==> config.mk <==
export PLATFORM = sky130hd
export DESIGN_NAME = vga_pmod_receiver
export DESIGN_NICKNAME = d
export VERILOG_FILES = /design/src/rtl/vga_pmod_receiver.sv
export SDC_FILE = /design/constraint.sdc
export NUM_CORES = 1
export LEC_CHECK = 0
export ABC_AREA = 1
export ABC_CLOCK_PERIOD_IN_PS = 2600
export BUFFER_PORTS_ARGS = -buffer_cell sky130_fd_sc_hd__buf_4
export CAP_MARGIN = 20
export CORE_MARGIN = 2
export CORE_UTILIZATION = 35
export CTS_CLUSTER_DIAMETER = 30
export DETAILED_ROUTE_END_ITERATION = 8
export GPL_ROUTABILITY_DRIVEN = 0
export PLACE_DENSITY = 0.58
export SLEW_MARGIN = 20
export SYNTH_ARGS = -nofsm -noshare
export SYNTH_HDL_FRONTEND = slang
export SYNTH_SLANG_ARGS = --single-unit
==> constraint.sdc <==
create_clock -name clk -period 2.6 [get_ports clk]
set_input_delay 0.39 -clock clk [delete_from_list [all_inputs] [get_ports clk]]
set_output_delay 0.39 -clock clk [all_outputs]
set_load 0.05 [all_outputs]
==> src/rtl/vga_pmod_receiver.sv <==
// vga_pmod_receiver: samples the VGA PMOD bus, verifies 640x480@60 timing,
// reconstructs pixel coordinates/colour and counts lit pixels per frame.
module vga_pmod_receiver #(
  parameter int unsigned H_TOTAL   = 800,
  parameter int unsigned V_TOTAL   = 525,
  parameter int unsigned H_DISPLAY = 640,
  parameter int unsigned V_DISPLAY = 480,
  parameter int unsigned H_OFFSET  = 143,
  parameter int unsigned V_OFFSET  = 34
) (
  input  logic        clk,
  input  logic        reset,
  input  logic [7:0]  pmod_in,
  output logic        locked,
  output logic        pix_valid,
  output logic [9:0]  pix_x,
  output logic [9:0]  pix_y,
  output logic [5:0]  rgb,
  output logic        frame_start,
  output logic        timing_error,
  output logic [18:0] lit_count
);

  localparam int unsigned CNT_W = 10;
  localparam int unsigned LIT_W = 19;
  localparam int unsigned RGB_W = 6;

  localparam logic [CNT_W-1:0] CNT_MAX = '1;
  localparam logic [CNT_W-1:0] H_LAST  = CNT_W'(H_TOTAL - 1);
  localparam logic [CNT_W-1:0] V_LINES = CNT_W'(V_TOTAL);
  localparam logic [CNT_W-1:0] H_LO    = CNT_W'(H_OFFSET);
  localparam logic [CNT_W-1:0] H_HI    = CNT_W'(H_OFFSET + H_DISPLAY);
  localparam logic [CNT_W-1:0] V_LO    = CNT_W'(V_OFFSET);
  localparam logic [CNT_W-1:0] V_HI    = CNT_W'(V_OFFSET + V_DISPLAY);

  typedef enum logic [1:0] {SEARCH, MEASURE, LOCKED} state_t;

  state_t             state;
  logic               hs_prev;
  logic               vs_prev;
  logic               armed;
  logic [CNT_W-1:0]   h_cnt;
  logic [CNT_W-1:0]   k_cnt;
  logic [CNT_W-1:0]   line_total;
  logic [LIT_W-1:0]   lit_acc;

  logic               hsync;
  logic               vsync;
  logic [RGB_W-1:0]   rgb_in;
  logic               h_rise;
  logic               v_rise;
  logic               arm_now;
  logic [CNT_W-1:0]   h_now;
  logic [CNT_W-1:0]   k_now;
  logic               line_err;
  logic               frame_err;
  logic               any_err;
  logic               active;
  logic               stay_locked;

  // Decode the bus, detect sync edges and derive this sample's position and checks
  always_comb begin
    hsync   = pmod_in[7];
    vsync   = pmod_in[3];
    rgb_in  = {pmod_in[0], pmod_in[4], pmod_in[1], pmod_in[5], pmod_in[2], pmod_in[6]};
    h_rise  = hsync & ~hs_prev;
    v_rise  = vsync & ~vs_prev;
    arm_now = armed | v_rise;

    h_now = h_cnt;
    if (h_rise) begin
      h_now = '0;
    end else if (h_cnt != CNT_MAX) begin
      h_now = CNT_W'(h_cnt + 1'b1);
    end

    k_now = k_cnt;
    if (h_rise) begin
      if (arm_now) begin
        k_now = '0;
      end else if (k_cnt != CNT_MAX) begin
        k_now = CNT_W'(k_cnt + 1'b1);
      end
    end

    // The first line after a vsync rise is exempt: its start is not yet framed
    line_err  = h_rise & ~arm_now & (h_cnt != H_LAST);
    frame_err = v_rise & (line_total != V_LINES);
    any_err   = line_err | frame_err;

    active = (h_now >= H_LO) && (h_now < H_HI) && (k_now >= V_LO) && (k_now < V_HI);

    // True when the state after this sample is LOCKED
    stay_locked = ~any_err & ((state == LOCKED) | ((state == MEASURE) & v_rise));
  end

  // Sync history, horizontal/line counters and the per-frame hsync tally
  always_ff @(posedge clk) begin
    if (reset) begin
      hs_prev    <= 1'b1;
      vs_prev    <= 1'b1;
      armed      <= 1'b0;
      h_cnt      <= '0;
      k_cnt      <= '0;
      line_total <= '0;
    end else begin
      hs_prev <= hsync;
      vs_prev <= vsync;
      armed   <= h_rise ? 1'b0 : arm_now;
      h_cnt   <= h_now;
      k_cnt   <= k_now;
      if (v_rise) begin
        line_total <= CNT_W'(h_rise);
      end else if (h_rise && line_total != CNT_MAX) begin
        line_total <= CNT_W'(line_total + 1'b1);
      end
    end
  end

  // Lock FSM with registered status, pixel and lit-count outputs
  always_ff @(posedge clk) begin
    if (reset) begin
      state        <= SEARCH;
      locked       <= 1'b0;
      frame_start  <= 1'b0;
      timing_error <= 1'b0;
      lit_acc      <= '0;
      lit_count    <= '0;
      pix_valid    <= 1'b0;
      pix_x        <= '0;
      pix_y        <= '0;
      rgb          <= '0;
    end else begin
      frame_start  <= 1'b0;
      timing_error <= any_err & (state != SEARCH);
      locked       <= stay_locked;

      case (state)
        SEARCH:  if (v_rise) state <= MEASURE;
        MEASURE: begin
          if (any_err)     state <= SEARCH;
          else if (v_rise) state <= LOCKED;
        end
        LOCKED:  if (any_err) state <= SEARCH;
        default: state <= SEARCH;
      endcase

      // The accumulator is only meaningful while locked; entry publishes the empty count
      if (!stay_locked) begin
        lit_acc <= '0;
      end else if (v_rise) begin
        lit_count   <= lit_acc;
        lit_acc     <= '0;
        frame_start <= 1'b1;
      end else if ((state == LOCKED) && active && (rgb_in != '0)) begin
        lit_acc <= LIT_W'(lit_acc + 1'b1);
      end

      pix_valid <= stay_locked & active;
      if (stay_locked && active) begin
        pix_x <= CNT_W'(h_now - H_LO);
        pix_y <= CNT_W'(k_now - V_LO);
        rgb   <= rgb_in;
      end
    end
  end

endmodule

==> results by group <==
Placement
  – PortBufs: 58
  – HPWL after detailed placement: 9820 µm

Synth
  – Area of the mapped netlist: 0.00525 mm²
  – Primary FF master, synth: dfxtp_1
  – Synth async-reset ratio: 0%
  – Synth cell types: 48
  – Sequential-to-total area share from yosys stat: 39.3%
  – Syn nets: 774
  – Post-Synthesis Cells: 756
  – Avg Inst Size Synth: 6.94 µm²
  – Post-synth EDFFs: 0
  – Seq cells post-synth: 103
  – Syn. warnings: 0

Worst hold path
  – Hold Path Depth: 3
  – Min-delay worst type: input pin to flop
  – Min-Delay Endpoint: hs_prev
  – Hold Startpoint: pmod_in[7]

Cells and area
  – Share of layout cells above drive strength 1: 21.6%
  – Most frequent cells in the layout: nand2_1 (159), nor2_1 (121), dfxtp_1 (99), buf_4 (95), inv_1 (71)
  – Area added between synthesis and finish: 25.6%
  – Most common cell after layout, fill and taps aside: nand2_1
  – N_diodes: 0
  – Final nets: 866

Outcome
  – Violated checks: negative setup slack
  – Status: finished, violations left

Floorplanning
  – # rows: 44
  – Die Footprint: 0.0160 mm²
  – Ports: 59
  – Die X: 126 µm
  – Core area: 0.0146 mm²
  – Die Height: 126 µm
  – Initial Util: 36.0%

Worst setup path
  – CP Class: flop to flop
  – Critical path required time: 2.89 ns
  – Critical path endpoint category: flop
  – CP arrival: 2.97 ns
  – CP Launch Type: flop
  – Critical path peak fanout: 7
  – RR Startpoint: h_cnt[1]
  – R2R Path End: rgb[2]
  – Cells on worst reg2reg path: 20
  – FF-to-FF setup slack: -0.07 ns

Timing
  – Fin crit share: 103%
  – Setup violators final: 24
  – Fin crit period: 2.67 ns
  – Final WS setup: -0.0730 ns
  – Sum Neg Setup Slack: -1.09 ns
  – Clk_skew: 0.00645 ns
  – Hold WS: 0.221 ns
  – Max Clk Rate: 0.374 GHz
  – Worst Max-Slew Pin Slew: 0.807 ns
  – Relative slew slack: 46.1%
  – Max-slew violation count: 0
  – RSZ-0062 raised after global routing: yes
  – Final Hold Vio Count: 0

GRT
  – Vias in the first global route: 4787
  – Antenna violations before repair: 0
  – First-pass GRT wire length: 22500 µm
  – Gr usage total: 17.2%
  – Grt ovf: 0
  – Largest net degree at the start of global routing: 36

Route
  – Avg WL per Cell: 13.0 µm
  – DRC viols: 0
  – Vias: 4975
  – DRT antenna net count: 0
  – WL final: 13500 µm
  – Drt initial violations: 224
  – DR pass1 iterations: 6
  – DR vias/cell: 4.80

CTS
  – CTS clk-pin slew, worst paths: 0.07 ns
  – Post-CTS Hold Buffers: 0
  – Later-pin clock latency in the skew report: 0.36 ns
  – Clk sinks: 103
  – # H-tree levels: 3
  – CTS Buffer Depth: 2
  – Num CTS Buffers: 9
  – CTS tree: built
  – CTS root buf: clkbuf_16

Power
  – Power per cell area: 477 mW/mm²
  – Peak VDD IR: 0.325 mV
  – Leak: 2.76 nW

Flow run
  – Max-Cap Viols: 0
[layout make-up]
| cell class | instances | area, µm² |
|---|---|---|
| Clock inverter | 2 | 38.8 |
| Fill cell | 1497 | 8000 |
| Inverter | 81 | 307 |
| Clock buffer | 14 | 254 |
| Tap cell | 184 | 230 |
| Multi-Input combinational cell | 551 | 2840 |
| Sequential cell | 103 | 2070 |
| Timing Repair Buffer | 102 | 855 |
[power by group]
part	leakage [nW]	internal, mW	switching, mW
Sequential	0.832	1.59	0.00877
Combinational	1.78	0.0704	0.102
Clock	0.141	0.779	0.595
Total	2.76	2.44	0.706
[routing by layer]
metal  global-route usage [%]  up-vias  part of all wire, %
met4                     4.85        0                  1.0
li1                         -     2616                    -
met2                     29.8       85                   49
met5                        0        -                    0
met3                     4.43       13                  3.6
met1                     21.1     2261                   47
[sequential cells by signal, summed over array words and instances (netlist names)]
name	count
lit_count	19
pix_y	10
lit_acc	19
armed	1
hs_prev	1
frame_start	1
vs_prev	1
h_cnt	10
locked	1
k_cnt	10
pix_x	10
rgb	6
timing_error	1
pix_valid	1
state	2
line_total	10
[critical path: stages (launching register included)]
cell and delay, ns:
dfxtp_2 0.35, ha_4 0.15, nand2_4 0.05, nor2_4 0.14
nand3_4 0.13, nand2_2 0.10, nand2_2 0.07, nor2_4 0.15
ha_4 0.17, nand3_4 0.09, nor2_4 0.12, nand3_2 0.10
nand3_2 0.08, nand2_2 0.07, inv_4 0.07, nand3_4 0.11
nor2_4 0.27, buf_12 0.15, clkbuf_16 0.13, nor2_1 0.04
nor2_1 0.07
[logic make-up (layout without fill, tap and decap cells)]
kind of cell	after synthesis	after routing	share of synthesized area, %
adder cells (fa/ha/maj)	8	8	1.91
AO/OA/AOI/OAI	103	103	10.8
buffers and inverters	102	199	8.32
XOR/XNOR	14	14	2.34
AND/OR/NAND/NOR	426	426	37.3
flip-flops	103	103	39.3
[worst max path at each step]
stage	start	end	slack (ns)	cells past startpoint
finish	h_cnt[1]	rgb[2]	-0.07	20
global route	h_cnt[1]	pix_y[7]	-0.27	20
CTS	h_cnt[1]	pix_x[4]	0.01	19
detailed placement	h_cnt[1]	pix_y[4]	0.004	19
global placement	h_cnt[1]	pix_y[5]	0.06	19
floorplan	h_cnt[0]	lit_acc[17]	0.007	21
[timing repair]
action,CTS,global route
cloned,0,3
setup endpoints to repair,6,59
gates resized for setup,2,25
buffers inserted,0,8
hold endpoints to repair,0,0
pin swaps,0,20
[metrics by stage]
step                area [µm²]  utilization (%)  std cells  worst slack, ns  total power, mW
floorplan                 5250                -        756          0.00674             1.72
global placement          6070             41.6       1010           0.0587             1.77
detailed placement        6070             41.6       1010          0.00393             1.77
CTS                       6370             43.7       1026           0.0118             3.16
global route              6590             45.2       1037           -0.273             3.26
finish                    6590             45.2       1037          -0.0730             3.14
[Yosys cell counts (all sizes together), types with 2 or more instances]
cell / count / area, µm²
nand2: 179 / 704
nor2: 135 / 576
dfxtp: 103 / 2060
inv: 79 / 297
nand3: 70 / 413
a21oi: 60 / 319
o21ai: 35 / 179
nor3: 20 / 116
nand4: 15 / 100
buf: 13 / 100
clkbuf: 8 / 31.3
ha: 8 / 100
xor2: 8 / 70.1
xnor2: 6 / 52.6
a21boi: 2 / 18.8
and3: 2 / 12.5
clkinv: 2 / 8.75
Note: power is estimated with default switching activity, not from simulation.
